===== config.mk =====
export PLATFORM = sky130hd
export DESIGN_NAME = cordic_scheduler
export DESIGN_NICKNAME = d
export VERILOG_FILES = /design/src/rtl/cordic_scheduler.sv
export SDC_FILE = /design/constraint.sdc
export NUM_CORES = 2
export LEC_CHECK = 0
export BUFFER_PORTS_ARGS = -buffer_cell sky130_fd_sc_hd__buf_2
export CAP_MARGIN = 10
export CELL_PAD_IN_SITES_DETAIL_PLACEMENT = 0
export CELL_PAD_IN_SITES_GLOBAL_PLACEMENT = 1
export CORE_ASPECT_RATIO = 1.75
export CORE_MARGIN = 2
export CORE_UTILIZATION = 55
export CTS_CLUSTER_DIAMETER = 120
export DETAILED_ROUTE_END_ITERATION = 7
export GPL_TIMING_DRIVEN = 0
export PLACE_DENSITY_LB_ADDON = 0.2
export SLEW_MARGIN = 40
export SYNTH_ARGS = -nofsm -noshare
export SYNTH_HDL_FRONTEND = slang
export SYNTH_SLANG_ARGS = --single-unit

===== constraint.sdc =====
create_clock -name clk -period 60.4 [get_ports clk]
set_input_delay 12.08 -clock clk [delete_from_list [all_inputs] [get_ports clk]]
set_output_delay 12.08 -clock clk [all_outputs]
set_load 0.005 [all_outputs]

===== src/rtl/cordic_scheduler.sv =====
// Round-robin scheduler sharing one unrolled CORDIC rotation pipeline between
// NUM_REQ phase requesters. Each result comes back quadrant-unfolded and tagged.
module cordic_scheduler #(
    parameter int NUM_REQ      = 4,
    parameter int DATA_WIDTH   = 12,
    parameter int ANGLE_WIDTH  = 16,
    parameter int PHASE_WIDTH  = 18,
    parameter int PIPE_LATENCY = 16
) (
    input  logic                                   clk,
    input  logic                                   rst,
    input  logic [NUM_REQ-1:0]                     req_valid,
    input  logic [NUM_REQ*PHASE_WIDTH-1:0]         req_phase,
    output logic [NUM_REQ-1:0]                     req_ready,
    input  logic [DATA_WIDTH:0]                    cfg_amp,
    input  logic                                   flush,
    output logic                                   res_valid,
    output logic [$clog2(NUM_REQ)-1:0]             res_id,
    output logic [DATA_WIDTH:0]                    res_cos,
    output logic [DATA_WIDTH:0]                    res_sin,
    output logic [$clog2(PIPE_LATENCY+2):0]        in_flight
);
    localparam int IDW   = $clog2(NUM_REQ);
    localparam int RW    = DATA_WIDTH + 1;
    localparam int FRAC  = 6;
    localparam int XW    = RW + 2 + FRAC;
    localparam int ZW    = ANGLE_WIDTH + 2;
    localparam int FW    = $clog2(PIPE_LATENCY+2) + 1;
    localparam int KSH   = 31 - ANGLE_WIDTH;
    localparam int PRODW = PHASE_WIDTH - 2 + ANGLE_WIDTH;
    localparam logic [63:0] HALF_PI_Q30 = 64'd1686629713;
    localparam logic [63:0] K_CONST = (HALF_PI_Q30 + (64'd1 << (KSH - 1))) >> KSH;
    localparam logic signed [XW-1:0] X_MAX = XW'((1 << DATA_WIDTH) - 1);
    localparam logic signed [XW-1:0] X_MIN = ~X_MAX;
    localparam logic [RW-1:0] R_MIN = {1'b1, {DATA_WIDTH{1'b0}}};
    localparam logic [RW-1:0] R_MAX = {1'b0, {DATA_WIDTH{1'b1}}};

    // atan(2^-i) scaled by 2^30; below 2^-11 atan(x) equals x to this precision.
    function automatic logic [63:0] atan_q30(input int i);
        case (i)
            0:  return 64'd843314857;
            1:  return 64'd497837829;
            2:  return 64'd263043837;
            3:  return 64'd133525159;
            4:  return 64'd67021687;
            5:  return 64'd33543516;
            6:  return 64'd16775851;
            7:  return 64'd8388437;
            8:  return 64'd4194283;
            9:  return 64'd2097149;
            10: return 64'd1048576;
            11: return 64'd524288;
            default: return (i < 31) ? (64'd1 << (30 - i)) : 64'd0;
        endcase
    endfunction

    function automatic logic [ZW-1:0] atan_z(input int i);
        return ZW'(atan_q30(i) >> KSH);
    endfunction

    function automatic logic [RW-1:0] sat_rw(input logic signed [XW-1:0] v);
        logic signed [XW-1:0] t;
        t = v >>> FRAC;
        if (t > X_MAX)      return R_MAX;
        else if (t < X_MIN) return R_MIN;
        else                return t[RW-1:0];
    endfunction

    function automatic logic [RW-1:0] neg_sat(input logic [RW-1:0] v);
        return (v == R_MIN) ? R_MAX : -v;
    endfunction

    logic [IDW-1:0]         ptr;
    logic [IDW-1:0]         grant_id;
    logic                   grant_any;
    logic [PHASE_WIDTH-1:0] phase_sel;
    logic [PRODW-1:0]       prod;
    logic [ANGLE_WIDTH-1:0] theta;

    // Search from the pointer upward with wrap; flush and reset suppress the grant.
    always_comb begin
        int  idx;
        logic found;
        req_ready = '0;
        grant_any = 1'b0;
        grant_id  = '0;
        found     = 1'b0;
        idx       = 0;
        for (int i = 0; i < NUM_REQ; i++) begin
            idx = int'(ptr) + i;
            if (idx >= NUM_REQ) idx = idx - NUM_REQ;
            if (!found && req_valid[idx]) begin
                found    = 1'b1;
                grant_id = IDW'(idx);
            end
        end
        if (found && !flush && !rst) begin
            req_ready[grant_id] = 1'b1;
            grant_any           = 1'b1;
        end
    end

    assign phase_sel = req_phase[grant_id*PHASE_WIDTH +: PHASE_WIDTH];
    assign prod      = PRODW'(phase_sel[PHASE_WIDTH-3:0]) * PRODW'(K_CONST);
    assign theta     = ANGLE_WIDTH'(prod >> (PHASE_WIDTH - 2));

    always_ff @(posedge clk or posedge rst) begin
        if (rst) begin
            ptr <= '0;
        end else if (grant_any) begin
            ptr <= (int'(grant_id) == NUM_REQ - 1) ? '0 : grant_id + IDW'(1);
        end
    end

    // Index 0 is the issue register; index s+1 is the output of rotator s.
    logic signed [XW-1:0] xs [0:PIPE_LATENCY];
    logic signed [XW-1:0] ys [0:PIPE_LATENCY];
    logic [ZW-1:0]        zs [0:PIPE_LATENCY];
    logic                 tv [0:PIPE_LATENCY];
    logic [IDW-1:0]       tid [0:PIPE_LATENCY];
    logic [1:0]           tq [0:PIPE_LATENCY];

    always_ff @(posedge clk or posedge rst) begin
        if (rst) begin
            for (int s = 0; s <= PIPE_LATENCY; s++) begin
                xs[s]  <= '0;
                ys[s]  <= '0;
                zs[s]  <= '0;
                tv[s]  <= 1'b0;
                tid[s] <= '0;
                tq[s]  <= '0;
            end
        end else begin
            tv[0] <= grant_any;
            if (grant_any) begin
                xs[0]  <= XW'($signed(cfg_amp)) <<< FRAC;
                ys[0]  <= '0;
                zs[0]  <= {2'b00, theta};
                tid[0] <= grant_id;
                tq[0]  <= phase_sel[PHASE_WIDTH-1 -: 2];
            end
            for (int s = 0; s < PIPE_LATENCY; s++) begin
                tv[s+1]  <= tv[s] & ~flush;
                tid[s+1] <= tid[s];
                tq[s+1]  <= tq[s];
                if (zs[s][ZW-1]) begin
                    xs[s+1] <= xs[s] + (ys[s] >>> s);
                    ys[s+1] <= ys[s] - (xs[s] >>> s);
                    zs[s+1] <= zs[s] + atan_z(s);
                end else begin
                    xs[s+1] <= xs[s] - (ys[s] >>> s);
                    ys[s+1] <= ys[s] + (xs[s] >>> s);
                    zs[s+1] <= zs[s] - atan_z(s);
                end
            end
        end
    end

    logic [RW-1:0] xo;
    logic [RW-1:0] yo;
    assign xo = sat_rw(xs[PIPE_LATENCY]);
    assign yo = sat_rw(ys[PIPE_LATENCY]);

    always_ff @(posedge clk or posedge rst) begin
        if (rst) begin
            res_valid <= 1'b0;
            res_id    <= '0;
            res_cos   <= '0;
            res_sin   <= '0;
        end else begin
            res_valid <= tv[PIPE_LATENCY] & ~flush;
            if (tv[PIPE_LATENCY]) begin
                res_id <= tid[PIPE_LATENCY];
                case (tq[PIPE_LATENCY])
                    2'd0:    begin res_cos <= xo;          res_sin <= yo;          end
                    2'd1:    begin res_cos <= neg_sat(yo); res_sin <= xo;          end
                    2'd2:    begin res_cos <= neg_sat(xo); res_sin <= neg_sat(yo); end
                    default: begin res_cos <= yo;          res_sin <= neg_sat(xo); end
                endcase
            end
        end
    end

    always_ff @(posedge clk or posedge rst) begin
        if (rst) begin
            in_flight <= '0;
        end else if (flush) begin
            in_flight <= '0;
        end else if (grant_any && !res_valid) begin
            in_flight <= in_flight + FW'(1);
        end else if (!grant_any && res_valid) begin
            in_flight <= in_flight - FW'(1);
        end
    end
endmodule


==> metrics.md <==
| Metric | Value |
|---|---|
| Crit Path Max Fanout | 11 |
| Status | complete, no violations |
| Library cells used by synthesis | 86 |
| Cell taking the most area after synthesis | dfrtp_1 |
| DPL Wire Length | 157000 microns |
| Final count of hold timing violations | 0 |
| Synth Warn # | 0 |
| Post-CTS sizing | 0 |
| Sequential share of the synthesized area | 0.352 |
| PortBufs | 130 |
| Fin. max-slew vios | 0 |
| Initial Util | 0.553 |
| Setup Skew | 0.0301 ns |
| CTS tree | built |
| Worst-Skew Late Latency | 0.73 ns |
| Crit path arrival time | 14.69 ns |
| Share of the synthesized area in the top cell type | 0.352 |
| Ys async rst share | 1.00 |
| FF+latch count, synth | 1008 |
| Die area | 133000 sq um |
| Crit path launch type | input pin |
| Slew HR | 0.434 |
| Fin crit period | 26.77 ns |
| Top-Level Pins | 131 |
| Global route overflow | 0 |
| # setup viols final | 0 |
| Setup CP Type | in -> out |
| Crit Reg-Reg Startpoint | ptr[1]$_DFFE_PP0P_ |
| Num rows | 175 |
| Die Y | 481 microns |
| DR vias | 55489 |
| Initial drt markers | 2466 |
| Layout net count | 8851 |
| Top post-synthesis cells by area | dfrtp_1 35%, ha_1 16%, xnor2_1 8.1% |
| CTS Sinks | 1008 |
| Root buf cell | clkbuf_16 |
| First-pass GRT wire length | 301000 microns |
| Hold WC Path Type | reg -> reg |
| Postcts setup bufs | 0 |
| Total CTS buffers | 99 |
| RSZ-0062 raised after global routing | false |
| Count leader, synth | dfrtp_1 |
| Initial antenna violation count | 9 |
| Vias in the first global route | 57722 |
| H-tree levels | 3 |
| Drt total wl | 191000 microns |
| CP endpoint kind | primary output |
| Area grow syn2layout | 9.33% |
| Commonest cells in the netlist | 1008 x dfrtp_1, 917 x ha_1, 682 x nor2_1 |
| Drt first pass iters | 5 |
| Max cap viols | 0 |
| Avg Vias per Cell | 5.81 |
| Sum of negative setup slack | 0 ns |
| Per-cell routed wire length | 20.0 microns |
| Share of post-route cells with drive strength above 1 | 0.0642 |
| Synth Cell Area | 71600 sq um |
| Hold_sp | zs[74]$_DFF_PP0_ |
| Clock Path Buffers | 3 |
| Avg Inst Size Synth | 9.51 sq um |
| Drt drc | 0 |
| GRT Util Overall | 0.288 |
| Mapped Nets | 8607 |
| Pin count of the biggest net entering global routing | 87 |
| Tightest Pin Transition | 0.842 ns |
| Die width | 277 microns |
| GP Congestion | 0.930 |
| Main synth FF type | dfrtp_1 |
| Core ar. | 130000 sq um |
| Final worst path period share | 0.443 |
| ANT nets after route | 0 |
| # hold bufs at CTS | 0 |
| Post-synth EDFFs | 0 |
| Max Clock Freq | 0.0374 GHz |
| Clock slew at reported path FFs | 0.06 ns |
| CP Launch Point | req_valid[1] |
| CP required | 48.32 ns |
| Syn Inst Count | 7531 |
-- cell usage in the layout, fill, tap and decap left out, types with 20 or more instances in the layout --
cell type | Yosys | layout
dfrtp_1 | 1008 | 1008
ha_1 | 917 | 917
nor2_1 | 682 | 682
a21oi_1 | 678 | 678
xnor2_1 | 666 | 666
nand2_1 | 448 | 448
inv_1 | 445 | 444
o21ai_0 | 322 | 322
xor2_1 | 282 | 282
a21o_1 | 275 | 275
nor3_1 | 212 | 210
nor2b_1 | 142 | 142
buf_2 | 2 | 133
nand3_1 | 132 | 132
clkbuf_1 | 96 | 104
clkbuf_16 | 0 | 101
o21bai_1 | 95 | 95
nand2b_1 | 75 | 75
fa_1 | 67 | 67
and3_1 | 65 | 65
a31oi_1 | 63 | 62
mux2i_1 | 57 | 57
o21a_1 | 55 | 55
mux2_2 | 52 | 52
o211ai_1 | 50 | 50
or3_1 | 46 | 46
a21boi_0 | 46 | 46
or2_2 | 43 | 43
o31ai_1 | 45 | 41
nor4_1 | 32 | 32
nand4_1 | 28 | 28
o31a_1 | 27 | 27
a211oi_1 | 26 | 25
a31o_2 | 23 | 23
mux4_2 | 23 | 23
buf_1 | 22 | 21
nor3b_1 | 20 | 20
clkbuf_8 | 0 | 20
-- per-layer routing --
metal / part of all wire / vias to the layer above / GRT usage
li1: - / 27126 / -
met1: 0.31 / 26720 / 0.240
met2: 0.57 / 1022 / 0.594
met3: 0.027 / 619 / 0.0315
met4: 0.092 / 2 / 0.237
met5: 0.000084 / - / 0
-- path summary, 6_finish.rpt --
path / end / slack [ns] / cells past startpoint
max reg2reg: zs[302]$_DFFE_PP0P_ / 53.10 / 23
min reg2reg: zs[56]$_DFF_PP0_ / 0.34 / 0
min in group asynchronous: in_flight[5]$_DFFE_PP0P_ / 11.39 / 2
max in group asynchronous: zs[98]$_DFF_PP0_ / 47.13 / 6
min: zs[56]$_DFF_PP0_ / 0.34 / 0
max: req_ready[0] / 33.63 / 10
-- worst max-delay path, stage by stage --
cell and delay [ns]:
buf_2 0.14, a21oi_1 0.11, o21ai_0 0.08, a21oi_1 0.52
clkbuf_1 0.47, clkinv_1 0.39, clkbuf_1 0.37, ha_1 0.28
and2_1 0.13, buf_2 0.13
-- registers in the layout, indices dropped and copies added (netlist names) --
name       flops
ys           312
tq            34
res_id         2
tid           34
res_cos       13
res_valid      1
xs           311
in_flight      6
res_sin       13
tv            17
ptr            2
zs           263
-- cells by family (layout without fill, tap and decap cells) --
logic type                 Yosys count  after routing  synth area share
DFF                               1008           1008             0.352
and+or+nand+nor                   1991           1991             0.130
muxes                              132            132            0.0234
adders and majority gates          984            984             0.179
buffers and inverters              568            893            0.0298
other                                0             15                 0
AOI/OAI and AO/OA                 1899           1899             0.169
xor gates and xnor gates           949            949             0.116
-- stage by stage --
stage	hold WS, ns	cell area, sq um	util	setup WS [ns]	std cells
after floorplan	0.331	71600	-	19.96	7531
after global placement	0.331	74400	0.574	10.47	9342
after detailed placement	0.335	74800	0.577	33.60	9355
after CTS	0.343	78300	0.604	33.60	9537
after global routing	0.351	78300	0.604	33.45	9551
final	0.342	78300	0.604	33.63	9552
-- final cells by class --
class	count	area, sq um
diodes	15	37.5
plain buffers	120	459
clock buffers	133	2850
clock inverters	49	614
fillers	11346	51300
inverters	448	1690
multi-input cells	5955	44300
flip-flops and latches	1008	25200
well taps	1681	2100
repair buffers	143	1010
Power is left out: the tool's default activity adds up to more than one toggle a clock period on the data nets, which glitch-free logic cannot reach.
